## config.mk

```make
export PLATFORM = sky130hd
export DESIGN_NAME = read_port_ctrl
export DESIGN_NICKNAME = d
export VERILOG_FILES = /design/src/rtl/read_port_pkg.sv /design/src/rtl/read_sel_mux.sv /design/src/rtl/read_port_ctrl.sv
export SDC_FILE = /design/constraint.sdc
export NUM_CORES = 1
export LEC_CHECK = 0
export CORE_AREA = 2 2 141 143
export CTS_CLUSTER_SIZE = 10
export DETAILED_ROUTE_END_ITERATION = 8
export DIE_AREA = 0 0 143 145
export SYNTH_ARGS = -nofsm -noshare
export SYNTH_HDL_FRONTEND = slang
export SYNTH_SLANG_ARGS = --single-unit
```

## constraint.sdc

```tcl
create_clock -name clock -period 2.2 [get_ports clock]
set_input_delay 0.55 -clock clock [delete_from_list [all_inputs] [get_ports clock]]
set_output_delay 0.55 -clock clock [all_outputs]
set_load 0.02 [all_outputs]
```

## src/rtl/read_port_pkg.sv

```systemverilog
// Shared types and default constants for the CAN register-file read port.
package read_port_pkg;

    localparam int DEF_DATA_W   = 16;
    localparam int DEF_ADDR_W   = 5;
    localparam int DEF_NUM_REGS = 20;
    localparam int DEF_ID_ADDR  = 20;
    localparam int CNT_W        = 4;

    localparam logic [15:0] DEF_SYSTEM_ID = 16'hCA05;

    typedef enum logic [1:0] {
        ST_IDLE = 2'd0,
        ST_WAIT = 2'd1,
        ST_DONE = 2'd2,
        ST_HOLD = 2'd3
    } rd_state_e;

endpackage

```

## src/rtl/read_sel_mux.sv

```systemverilog
// Combinational word selection: register slice, hardware ID, or zero for
// unmapped addresses.
module read_sel_mux #(
    parameter int                DATA_W    = 16,
    parameter int                ADDR_W    = 5,
    parameter int                NUM_REGS  = 20,
    parameter int                ID_ADDR   = 20,
    parameter logic [DATA_W-1:0] SYSTEM_ID = 16'hCA05
) (
    input  logic [ADDR_W-1:0]          addr,
    input  logic [NUM_REGS*DATA_W-1:0] regs_flat,
    output logic [DATA_W-1:0]          data,
    output logic                       unmapped
);

    localparam logic [ADDR_W-1:0] ID_A = ADDR_W'(ID_ADDR);

    logic reg_hit_s;
    logic id_hit_s;

    // AND-OR select keeps the mux free of priority chains.
    always_comb begin
        data      = {DATA_W{1'b0}};
        reg_hit_s = 1'b0;
        id_hit_s  = (addr == ID_A);
        for (int i = 0; i < NUM_REGS; i++) begin
            reg_hit_s = reg_hit_s | (addr == ADDR_W'(i));
            data      = data | ({DATA_W{addr == ADDR_W'(i)}} & regs_flat[i*DATA_W +: DATA_W]);
        end
        data     = data | ({DATA_W{id_hit_s}} & SYSTEM_ID);
        unmapped = ~(reg_hit_s | id_hit_s);
    end

endmodule

```

## src/rtl/read_port_ctrl.sv

```systemverilog
// Registered, handshaked CPU read port: request capture, optional wait
// states, sampled data with one-cycle ack, clear-on-read and error pulses.
module read_port_ctrl
    import read_port_pkg::*;
#(
    parameter int                  DATA_W      = DEF_DATA_W,
    parameter int                  ADDR_W      = DEF_ADDR_W,
    parameter int                  NUM_REGS    = DEF_NUM_REGS,
    parameter int                  ID_ADDR     = DEF_ID_ADDR,
    parameter logic [DATA_W-1:0]   SYSTEM_ID   = DEF_SYSTEM_ID,
    parameter int                  WAIT_STATES = 0,
    parameter logic [NUM_REGS-1:0] CLR_MASK    = 20'h00004
) (
    input  logic                       clock,
    input  logic                       reset,
    input  logic                       rd_req,
    input  logic [ADDR_W-1:0]          address,
    input  logic [NUM_REGS*DATA_W-1:0] regs_flat,
    output logic [DATA_W-1:0]          data_out,
    output logic                       rd_ack,
    output logic [NUM_REGS-1:0]        rd_clr,
    output logic                       addr_err
);

    localparam logic [CNT_W-1:0] CNT_LOAD =
        (WAIT_STATES > 0) ? CNT_W'(WAIT_STATES - 1) : {CNT_W{1'b0}};

    rd_state_e           state_r, state_next_s;
    logic [CNT_W-1:0]    cnt_r, cnt_next_s;
    logic [ADDR_W-1:0]   addr_r, addr_next_s;
    logic [DATA_W-1:0]   data_next_s;
    logic                ack_next_s;
    logic [NUM_REGS-1:0] clr_next_s;
    logic                err_next_s;
    logic [DATA_W-1:0]   sel_data_s;
    logic                unmapped_s;
    logic [NUM_REGS-1:0] clr_sel_s;

    read_sel_mux #(
        .DATA_W    (DATA_W),
        .ADDR_W    (ADDR_W),
        .NUM_REGS  (NUM_REGS),
        .ID_ADDR   (ID_ADDR),
        .SYSTEM_ID (SYSTEM_ID)
    ) u_sel (
        .addr      (addr_r),
        .regs_flat (regs_flat),
        .data      (sel_data_s),
        .unmapped  (unmapped_s)
    );

    // One-hot clear pulse for the captured address, masked to clear-on-read registers.
    always_comb begin
        clr_sel_s = {NUM_REGS{1'b0}};
        for (int i = 0; i < NUM_REGS; i++) begin
            clr_sel_s[i] = CLR_MASK[i] & (addr_r == ADDR_W'(i));
        end
    end

    // Next-state and next-output logic of the read handshake FSM.
    always_comb begin
        state_next_s = state_r;
        cnt_next_s   = cnt_r;
        addr_next_s  = addr_r;
        data_next_s  = data_out;
        ack_next_s   = 1'b0;
        clr_next_s   = {NUM_REGS{1'b0}};
        err_next_s   = 1'b0;
        case (state_r)
            ST_IDLE: begin
                if (rd_req) begin
                    addr_next_s = address;
                    if (WAIT_STATES == 0) begin
                        state_next_s = ST_DONE;
                    end else begin
                        cnt_next_s   = CNT_LOAD;
                        state_next_s = ST_WAIT;
                    end
                end else begin
                    state_next_s = ST_IDLE;
                end
            end
            ST_WAIT: begin
                if (!rd_req) begin
                    state_next_s = ST_IDLE;
                end else if (cnt_r == {CNT_W{1'b0}}) begin
                    state_next_s = ST_DONE;
                end else begin
                    cnt_next_s = cnt_r - {{(CNT_W-1){1'b0}}, 1'b1};
                end
            end
            ST_DONE: begin
                // Sampling here, not at capture, picks up writes made during wait states.
                data_next_s  = sel_data_s;
                ack_next_s   = 1'b1;
                clr_next_s   = clr_sel_s;
                err_next_s   = unmapped_s;
                state_next_s = ST_HOLD;
            end
            ST_HOLD: begin
                if (!rd_req) begin
                    state_next_s = ST_IDLE;
                end else begin
                    state_next_s = ST_HOLD;
                end
            end
            default: begin
                state_next_s = ST_IDLE;
            end
        endcase
    end

    // State, counter, captured address and registered outputs.
    always_ff @(posedge clock or negedge reset) begin
        if (!reset) begin
            state_r  <= ST_IDLE;
            cnt_r    <= {CNT_W{1'b0}};
            addr_r   <= {ADDR_W{1'b0}};
            data_out <= {DATA_W{1'b0}};
            rd_ack   <= 1'b0;
            rd_clr   <= {NUM_REGS{1'b0}};
            addr_err <= 1'b0;
        end else begin
            state_r  <= state_next_s;
            cnt_r    <= cnt_next_s;
            addr_r   <= addr_next_s;
            data_out <= data_next_s;
            rd_ack   <= ack_next_s;
            rd_clr   <= clr_next_s;
            addr_err <= err_next_s;
        end
    end

endmodule

```

---- Word-level counts from Yosys, hierarchy flattened ----
Index checks and enable logic that the tools add are counted.
operators by class
  $add $sub $neg .......................... 1
  equal/unequal tests ..................... 24
  mux-type cells .......................... 8
  bitwise operators ....................... 62
  reduce and logical (&&, ||, !) cells .... 5
operators by type and width
  cell                                               number
  AND 16 bit                                         20
  OR 16 bit                                          20
  == test 5 x 4 -> 1 bit (second input constant)     8
  == test 5 bit (second input constant)              5
  == test 5 x 3 -> 1 bit (second input constant)     4
  OR 1 bit                                           20
  == test 5 x 2 -> 1 bit (second input constant)     2
  2-to-1 mux 2 bit                                   4
  case mux 2 bit (4 select lines)                    1
  == test 5 x 1 -> 1 bit (second input constant)     1
  logical NOT 5 bit                                  1
  == test 2 bit (second input constant)              2
  logical NOT 4 bit                                  1
  subtractor 4 x 1 -> 4 bit (second input constant)  1
  2-to-1 mux 3 bit                                   1
  inequality test 3 bit (second input constant)      1
  AND reduction 3 bit                                1
  == test 2 x 1 -> 1 bit (second input constant)     1
  logical NOT 2 bit                                  1
  2-to-1 mux 1 bit                                   2
  inverter 1 bit                                     2
  AND reduction 2 bit                                1
storage, ports and cells
  flip-flop bits (word level) ............. 32
  output and inout port bits .............. 38
  logic and storage cells ................. 107

---- Depth between registers and ports, before layout ----
Gate-level depths: netlist of the first run.
  word-level depth ........................ 23
  mapped depth ............................ 9

---- Cells and area by module ----
From an unflattened synthesis of the first run, not the netlist that was laid out.
unflattened totals
  cells, all modules ...................... 507
  area, all modules ....................... 4096.4 µm²
modules (own cells, without submodules)
  module          instances  cells an instance  area an instance (µm²)
  read_sel_mux    1          374                2756.4
  read_port_ctrl  1          133                1340.0

---- Worst setup path before layout of the first run ----
Ideal clock, no wire load.
  kind .................................... register to register
  start point ............................. reg addr_r[0]
  end point ............................... reg data_out[1]
  setup time .............................. 0.126 ns
  arrival time ............................ 1.603 ns
  required time ........................... 2.074 ns
  slack ................................... 0.471 ns
  cell stages (with the launch flop) ...... 7
  path buffers ............................ 2
  path through ............................ dfrtp_1 buf_6 buf_2 mux2_2 a221oi_2 o21ai_0 o32a_1
between the ends
  longest elaborated chain between the ends .. 22
  elaborated cells between the ends (all ways) .. 60
  those cells by class .................... eq/ne (19); bitwise (40); reduce/logical (1)
RTL lines
  what                                                                RTL line               text
  start: declaration                                                  read_port_ctrl.sv:30   logic [ADDR_W-1:0] addr_r, addr_next_s;
  start signal: assignment                                            read_port_ctrl.sv:118  addr_r <= {ADDR_W{1'b0}};
  start signal: assignment                                            read_port_ctrl.sv:126  addr_r <= addr_next_s;
  == test 5 x 1 -> 1 bit / logical NOT 5 bit (equally long branches)  read_sel_mux.sv:28     data = data | ({DATA_W{addr == ADDR_W'(i)}} & regs_flat[i*DATA_W +: DATA_W]);
  AND 16 bit                                                          read_sel_mux.sv:28
  OR 16 bit (18 in series)                                            read_sel_mux.sv:28
  OR 16 bit (*)                                                       read_sel_mux.sv:28
  OR 16 bit (*)                                                       read_sel_mux.sv:30     data = data | ({DATA_W{id_hit_s}} & SYSTEM_ID);
  end signal: assignment                                              read_port_ctrl.sv:119  data_out <= {DATA_W{1'b0}};
  end signal: assignment                                              read_port_ctrl.sv:127  data_out <= data_next_s;
  end: declaration                                                    read_port_ctrl.sv:19   output logic [DATA_W-1:0] data_out,
Mark *: on every way between the ends. The rest lies on a longest branch, timed or not.
A chain may end at the register's enable or synchronous reset.

---- Worst setup path after layout of the first run ----
  start point ............................. reg addr_r[3]
  end point ............................... reg data_out[3]
Same word-level chain as after synthesis.

==> qor.yml, run 1 <==
clock_tree:
  cts_root_buf: "clkbuf_16"
  postCtsHoldBufs: 0
  clock_tree.buffer_depth: 2
  post_cts_resized: 2
  cts.clk_slew.worst_paths_ns: 0.06
  tritoncts: "built"
  htreeDepth: 2
  cts_buffers: 5
  clock_latency_ns: 0.29
  cts_setup_buffers: 0
  cts.sinks: 30
yosys:
  muxShareOfSynthArea: 0.175
  ys.flop_type: "dfrtp_1"
  synth_area_um2: 4020
  synth_cells: 470
  synth_edf_count: 0
  ys_ff_latch: 30
  yosysUniqueCellTypes: 75
  synthAdderAreaFrac: 0.00312
  syn_area_per_cell_um2: 8.55
  synth_compound_area_frac: 0.321
  yosysWarnings: 0
  synth-xor-area-share: 0.00436
  synth_simple_gate_area_frac: 0.197
  synth_top_family_by_area: "compound AO/OA/AOI/OAI gates"
  ys_seq_area_frac: 0.187
  async_reset_ff_frac: 1.00
cells_and_area:
  final_cell_mix: "345 x clkdlybuf4s50_1, 90 x buf_4, 40 x mux2i_1"
  drive_above_1_share: 0.180
  fillers: 1946
  final_common_cell: "clkdlybuf4s50_1"
  multi_input_area_um2: 2920
  fin_area_um2: 8530
  final_nets: 1213
  regArea_um2: 756
  syn_to_final_growth_pct: 112
die:
  start_util: 0.209
  num_rows: 51
  core_region_area_um2: 19200
  fp.dieW_um: 143
  io_pins: 366
  die_y_um: 145
  die-area_um2: 20700
outcome:
  status: "completed"
job:
  maxCapViolCount: 0
critical_path:
  crit_fanout: 11
  start_kind: "flop"
  arrival_ns: 2.27
  critPathRequiredTime_ns: 2.37
  end_kind: "flop"
  worstSetupPathType: "flop to flop"
sta:
  hold_viol: 0
  setup_slack_ns: 0.0911
  period_minus_slack_ns: 2.11
  drv_slew: 0
  grt_setup_unrepaired: "no"
  fin_crit_sh: 0.959
  holdWs_ns: 0.259
  fin_setup_tns_ns: 0
  fin_worst_skew_ns: 0.00941
  max_freq_ghz: 0.474
  setup_viol: 0
  slew_headroom: 0.601
  tightest_slew_ns: 0.593
drt:
  drc: 0
  routed_wl_um: 30100
  wl_per_cell_um: 26.2
  vias: 5930
  ant_nets: 0
  drt_iter0_drc: 371
  drt-pass1-iter-count: 5
  vias_per_cell: 5.15
placement:
  pre_cts_ws_ns: -0.0847
  dp_hpwl_um: 25400
  gp_congestion: 0.875
  port-buffer-count: 346
  place_area_um2: 8340
global_route:
  grt_overflow: 0
  grt_pass1_vias: 6172
  antenna_found_initial: 1
  grt_pass1_wl_um: 41500
  grt_max_degree: 24
  globalRouteTotalUtil: 0.277
power_and_ir_drop:
  powerDensity_nw_per_um2: 1040
  leakagePower_nw: 3.27
  power_mw: 8.86
  ir_drop_uv: 548
hold_path:
  holdCritPathClass: "primary input to asynchronous set/reset pin"
## worst max-delay path: stages (launching register included)
cell and delay [ns]:
dfrtp_2 0.49, buf_4 0.21, nor2b_1 0.15, and2_1 0.26
buf_4 0.20, a32oi_2 0.26, nand3_1 0.13, o32a_1 0.29
## stage by stage
step | instances | util
2_1_floorplan | 488 | -
3_3_place_gp | 1142 | 0.434
5_1_grt | 1151 | 0.444
4_1_cts | 1150 | 0.442
3_5_place_dp | 1142 | 0.434
6_report | 1151 | 0.444
## layer usage
layer  GRT usage  vias up  routed length (um)
met4      0.0901        0                1010
met3      0.0614       56                2340
li1            -     2693                   -
met1       0.352     2850               12500
met5           0        -                   0
met2       0.463      331               14300
## power by group
part | leakage, nW | switching [mW] | internal [mW]
sequential | 0.350 | 0.324 | 0.840
combinational | 2.84 | 3.66 | 3.28
clock | 0.0729 | 0.315 | 0.450
total | 3.27 | 4.30 | 4.56
## cell families after synthesis
kind of cell               after synthesis
AOI/OAI and AO/OA                      168
xor gates and xnor gates                 2
DFF                                     30
other                                    1
and+or+nand+nor                        141
adders and majority gates                1
buffers and inverters                   64
muxes                                   63
## synth_stat cells, types with 4 or more instances
cell type	instances	area (um2)
mux2i_1	40	400
a22oi_1	34	255
dfrtp_1	30	751
buf_4	29	218
nor2_1	29	109
nand2_1	20	75.1
a21oi_1	19	95.1
mux2_2	18	203
o21ai_0	17	85.1
buf_2	15	75.1
a32oi_1	14	123
nand3_1	13	65.1
a22o_1	12	105
nor3_1	11	55.1
a31oi_1	9	56.3
buf_6	8	90.1
nand4_1	8	50.1
nor2_2	8	50.1
o32a_1	8	80.1
a221oi_1	7	61.3
nor4_1	7	43.8
inv_1	6	22.5
nand3b_1	6	45.0
nor2b_1	6	37.5
a211oi_1	5	37.5
a222oi_1	5	50.1
nand2b_1	5	31.3
a221o_1	4	40.0
a32o_1	4	40.0
and2_1	4	25.0
mux4_2	4	90.1
o211ai_1	4	30.0
o22ai_1	4	25.0
## cell type report
type / count / area share
timing repair buffer: 447 / 0.509
multi-input combinational: 394 / 0.342
sequential: 30 / 0.0886
tap: 265 / 0.0389
clock buffer: 6 / 0.0163
inverter: 6 / 0.00264
clock inverter: 2 / 0.00147
antenna: 1 / 0.000293
## worst paths after layout
check,slack (ns),cells past startpoint,startpoint,to
max,0.09,7,addr_r[3]$_DFFE_PN0P_,data_out[3]$_DFFE_PN0P_
min,0.26,1,reset,rd_clr[2]$_DFF_PN0_
max reg2reg,0.09,7,addr_r[3]$_DFFE_PN0P_,data_out[3]$_DFFE_PN0P_
min reg2reg,0.51,1,cnt_r[3]$_DFFE_PN0P_,cnt_r[3]$_DFFE_PN0P_
max in group asynchronous,1.40,2,reset,addr_r[3]$_DFFE_PN0P_
min in group clock,0.51,1,cnt_r[3]$_DFFE_PN0P_,cnt_r[3]$_DFFE_PN0P_
## state kept, by name, summed over array words and instances (netlist names)
signal	count
data_out	16
addr_r	5
cnt_r	4
state_r	2
addr_err	1
rd_ack	1
rd_clr	1
Power figures use the tool's default switching activity.
==> inputs of run 2 (changes only) <==
- PLACE_DENSITY: unset -> 0.66
- clock period: 2.2 -> 2 ns (I/O delays scaled with it)
==> run 2 against run 1 <==
  * The run now ends with setup timing left
  * Via count increased by 4.5%
  * Critical endpoint is now data_out[1]$_DFFE_PN0P_
  * Design area increased by 8.9%
  * Combinational power increased by 33%
  * Count of clock-buffer cells in the layout unchanged
  * Utilization increased by 3.9 points
  * Fmax increased by 4.8%
  * Setup slack got worse by 0.10 ns
  * Sequential share of layout area decreased by 0.71 points
  * Die area unchanged
  * Non-clock buffer count increased by 42
  * Largest cell class unchanged
==> qor.yml, run 2 (synthesis results as in run 1) <==
placement:
  dp_hpwl_um: 24800
  gp_congestion: 0.961
  port-buffer-count: 346
global_route:
  grt_max_degree: 21
  grt_pass1_wl_um: 41100
  globalRouteTotalUtil: 0.274
  grt_pass1_vias: 6236
  antenna_found_initial: 1
  grt_overflow: 0
drt:
  drt_iter0_drc: 416
  vias_per_cell: 5.19
  routed_wl_um: 30300
  drc: 0
  vias: 6197
  drt-pass1-iter-count: 5
  ant_nets: 0
  wl_per_cell_um: 25.4
critical_path:
  end_kind: "flop"
  crit_family: "compound AO/OA/AOI/OAI gates"
  worstSetupPathType: "flop to flop"
  reg2reg_from: "addr_r[2]$_DFFE_PN0P_"
  critPathRequiredTime_ns: 2.17
  reg2reg_to: "data_out[1]$_DFFE_PN0P_"
  path_cells: "buf_6, nor2b_2, and2_4, buf_4, a32oi_2, nand3_1, o32a_1"
  crit_fanout: 9
  cp_num_cells: 7
  crit_buf_inv: 2
  timing.reg2reg.setup_slack_ns: -0.01
  crit_slowest_cell: "dfrtp_2"
  start_kind: "flop"
  worstRegToRegCells: 7
  slowest_delay_ns: 0.47
  arrival_ns: 2.18
power_and_ir_drop:
  leakagePower_nw: 3.59
  power_mw: 11.2
  ir_drop_uv: 637
  powerDensity_nw_per_um2: 1210
cells_and_area:
  fillers: 1830
  final_common_cell: "clkdlybuf4s50_1"
  largest_reg_flops: 16
  drive_above_1_share: 0.260
  regMostFlops: "data_out"
  multi_input_area_um2: 3180
  final_nets: 1255
  final_cell_mix: "345 x clkdlybuf4s50_1, 108 x buf_4, 36 x mux2i_1"
  largestRegisters: "data_out x16, addr_r x5, cnt_r x4"
  regArea_um2: 757
  syn_to_final_growth_pct: 131
die:
  io_pins: 366
  die-area_um2: 20700
  die_y_um: 145
  num_rows: 51
  core_region_area_um2: 19200
  fp.dieW_um: 143
  start_util: 0.209
outcome:
  violations: "setup timing"
  status: "finished, violations left"
sta:
  holdWs_ns: 0.180
  tightest_slew_ns: 0.601
  slew_headroom: 0.597
  drv_slew: 0
  max_freq_ghz: 0.497
  grt_setup_unrepaired: "yes"
  fin_crit_sh: 1.01
  fin_worst_skew_ns: 0.00653
  setup_slack_ns: -0.0126
  period_minus_slack_ns: 2.01
  hold_viol: 0
  setup_viol: 3
clock_tree:
  cts.sinks: 30
  cts.clk_slew.worst_paths_ns: 0.06
  clock_tree.buffer_depth: 2
  cts_root_buf: "clkbuf_16"
  tritoncts: "built"
  htreeDepth: 2
  clock_latency_ns: 0.29
  cts_buffers: 5
job:
  maxCapViolCount: 0
hold_path:
  holdCritPathClass: "primary input to asynchronous set/reset pin"
run 2: worst max path at each step:
stage                                from                       end  slack, ns
floorplan           addr_r[0]$_DFFE_PN0P_   data_out[1]$_DFFE_PN0P_       0.27
global placement           regs_flat[272]   data_out[0]$_DFFE_PN0P_      -0.31
detailed placement         regs_flat[272]   data_out[0]$_DFFE_PN0P_      -0.30
CTS                 addr_r[0]$_DFFE_PN0P_   data_out[4]$_DFFE_PN0P_      -0.02
global route        addr_r[2]$_DFFE_PN0P_  data_out[14]$_DFFE_PN0P_      -0.11
finish              addr_r[2]$_DFFE_PN0P_   data_out[1]$_DFFE_PN0P_      -0.01
run 2: layer usage:
metal	global-route usage	up-vias	share of wire
li1	-	2778	-
met1	0.326	2963	0.38
met2	0.464	390	0.47
met3	0.0842	66	0.11
met4	0.0946	0	0.039
met5	0	-	0
run 2: power by group:
group          internal [mW]  leakage, nW  total [mW]  switching [mW]
clock                  0.494       0.0729       0.818           0.324
combinational           4.61         3.17        9.20            4.59
sequential             0.927        0.348        1.21           0.282
run 2: final cells by class:
type / count / area share
diodes: 1 / 0.000269
clock buffers: 6 / 0.0150
clock inverters: 2 / 0.00135
inverters: 6 / 0.00243
multi-input cells: 394 / 0.343
flip-flops and latches: 30 / 0.0815
well taps: 265 / 0.0357
repair buffers: 489 / 0.521
run 2: per-stage QoR:
stage | setup TNS [ns] | utilization | std cells | area (um2) | worst slack (ns)
6_report | -0.0353 | 0.483 | 1193 | 9290 | -0.0126
4_1_cts | -0.0628 | 0.462 | 1179 | 8880 | -0.0199
3_5_place_dp | -2.18 | 0.444 | 1165 | 8540 | -0.304
5_1_grt | -0.441 | 0.483 | 1193 | 9290 | -0.107
2_1_floorplan | 0 | - | 488 | 4080 | 0.271
3_3_place_gp | -2.06 | 0.444 | 1165 | 8540 | -0.313
run 2: worst register-to-register path, stage by stage (launching register included):
cell and delay, ns:
dfrtp_2 0.47, buf_6 0.18, nor2b_2 0.19, and2_4 0.17, buf_4 0.17, a32oi_2 0.24
nand3_1 0.11, o32a_1 0.36
run 2: repair_timing:
| action | 4_1_cts | 5_1_grt |
|---|---|---|
| hold buffers | 0 | 0 |
| setup buffers | 6 | 12 |
| pin swaps | 5 | 22 |
| resized for setup | 33 | 69 |
| gates cloned | 0 | 1 |
| setup endpoints to repair | 15 | 14 |
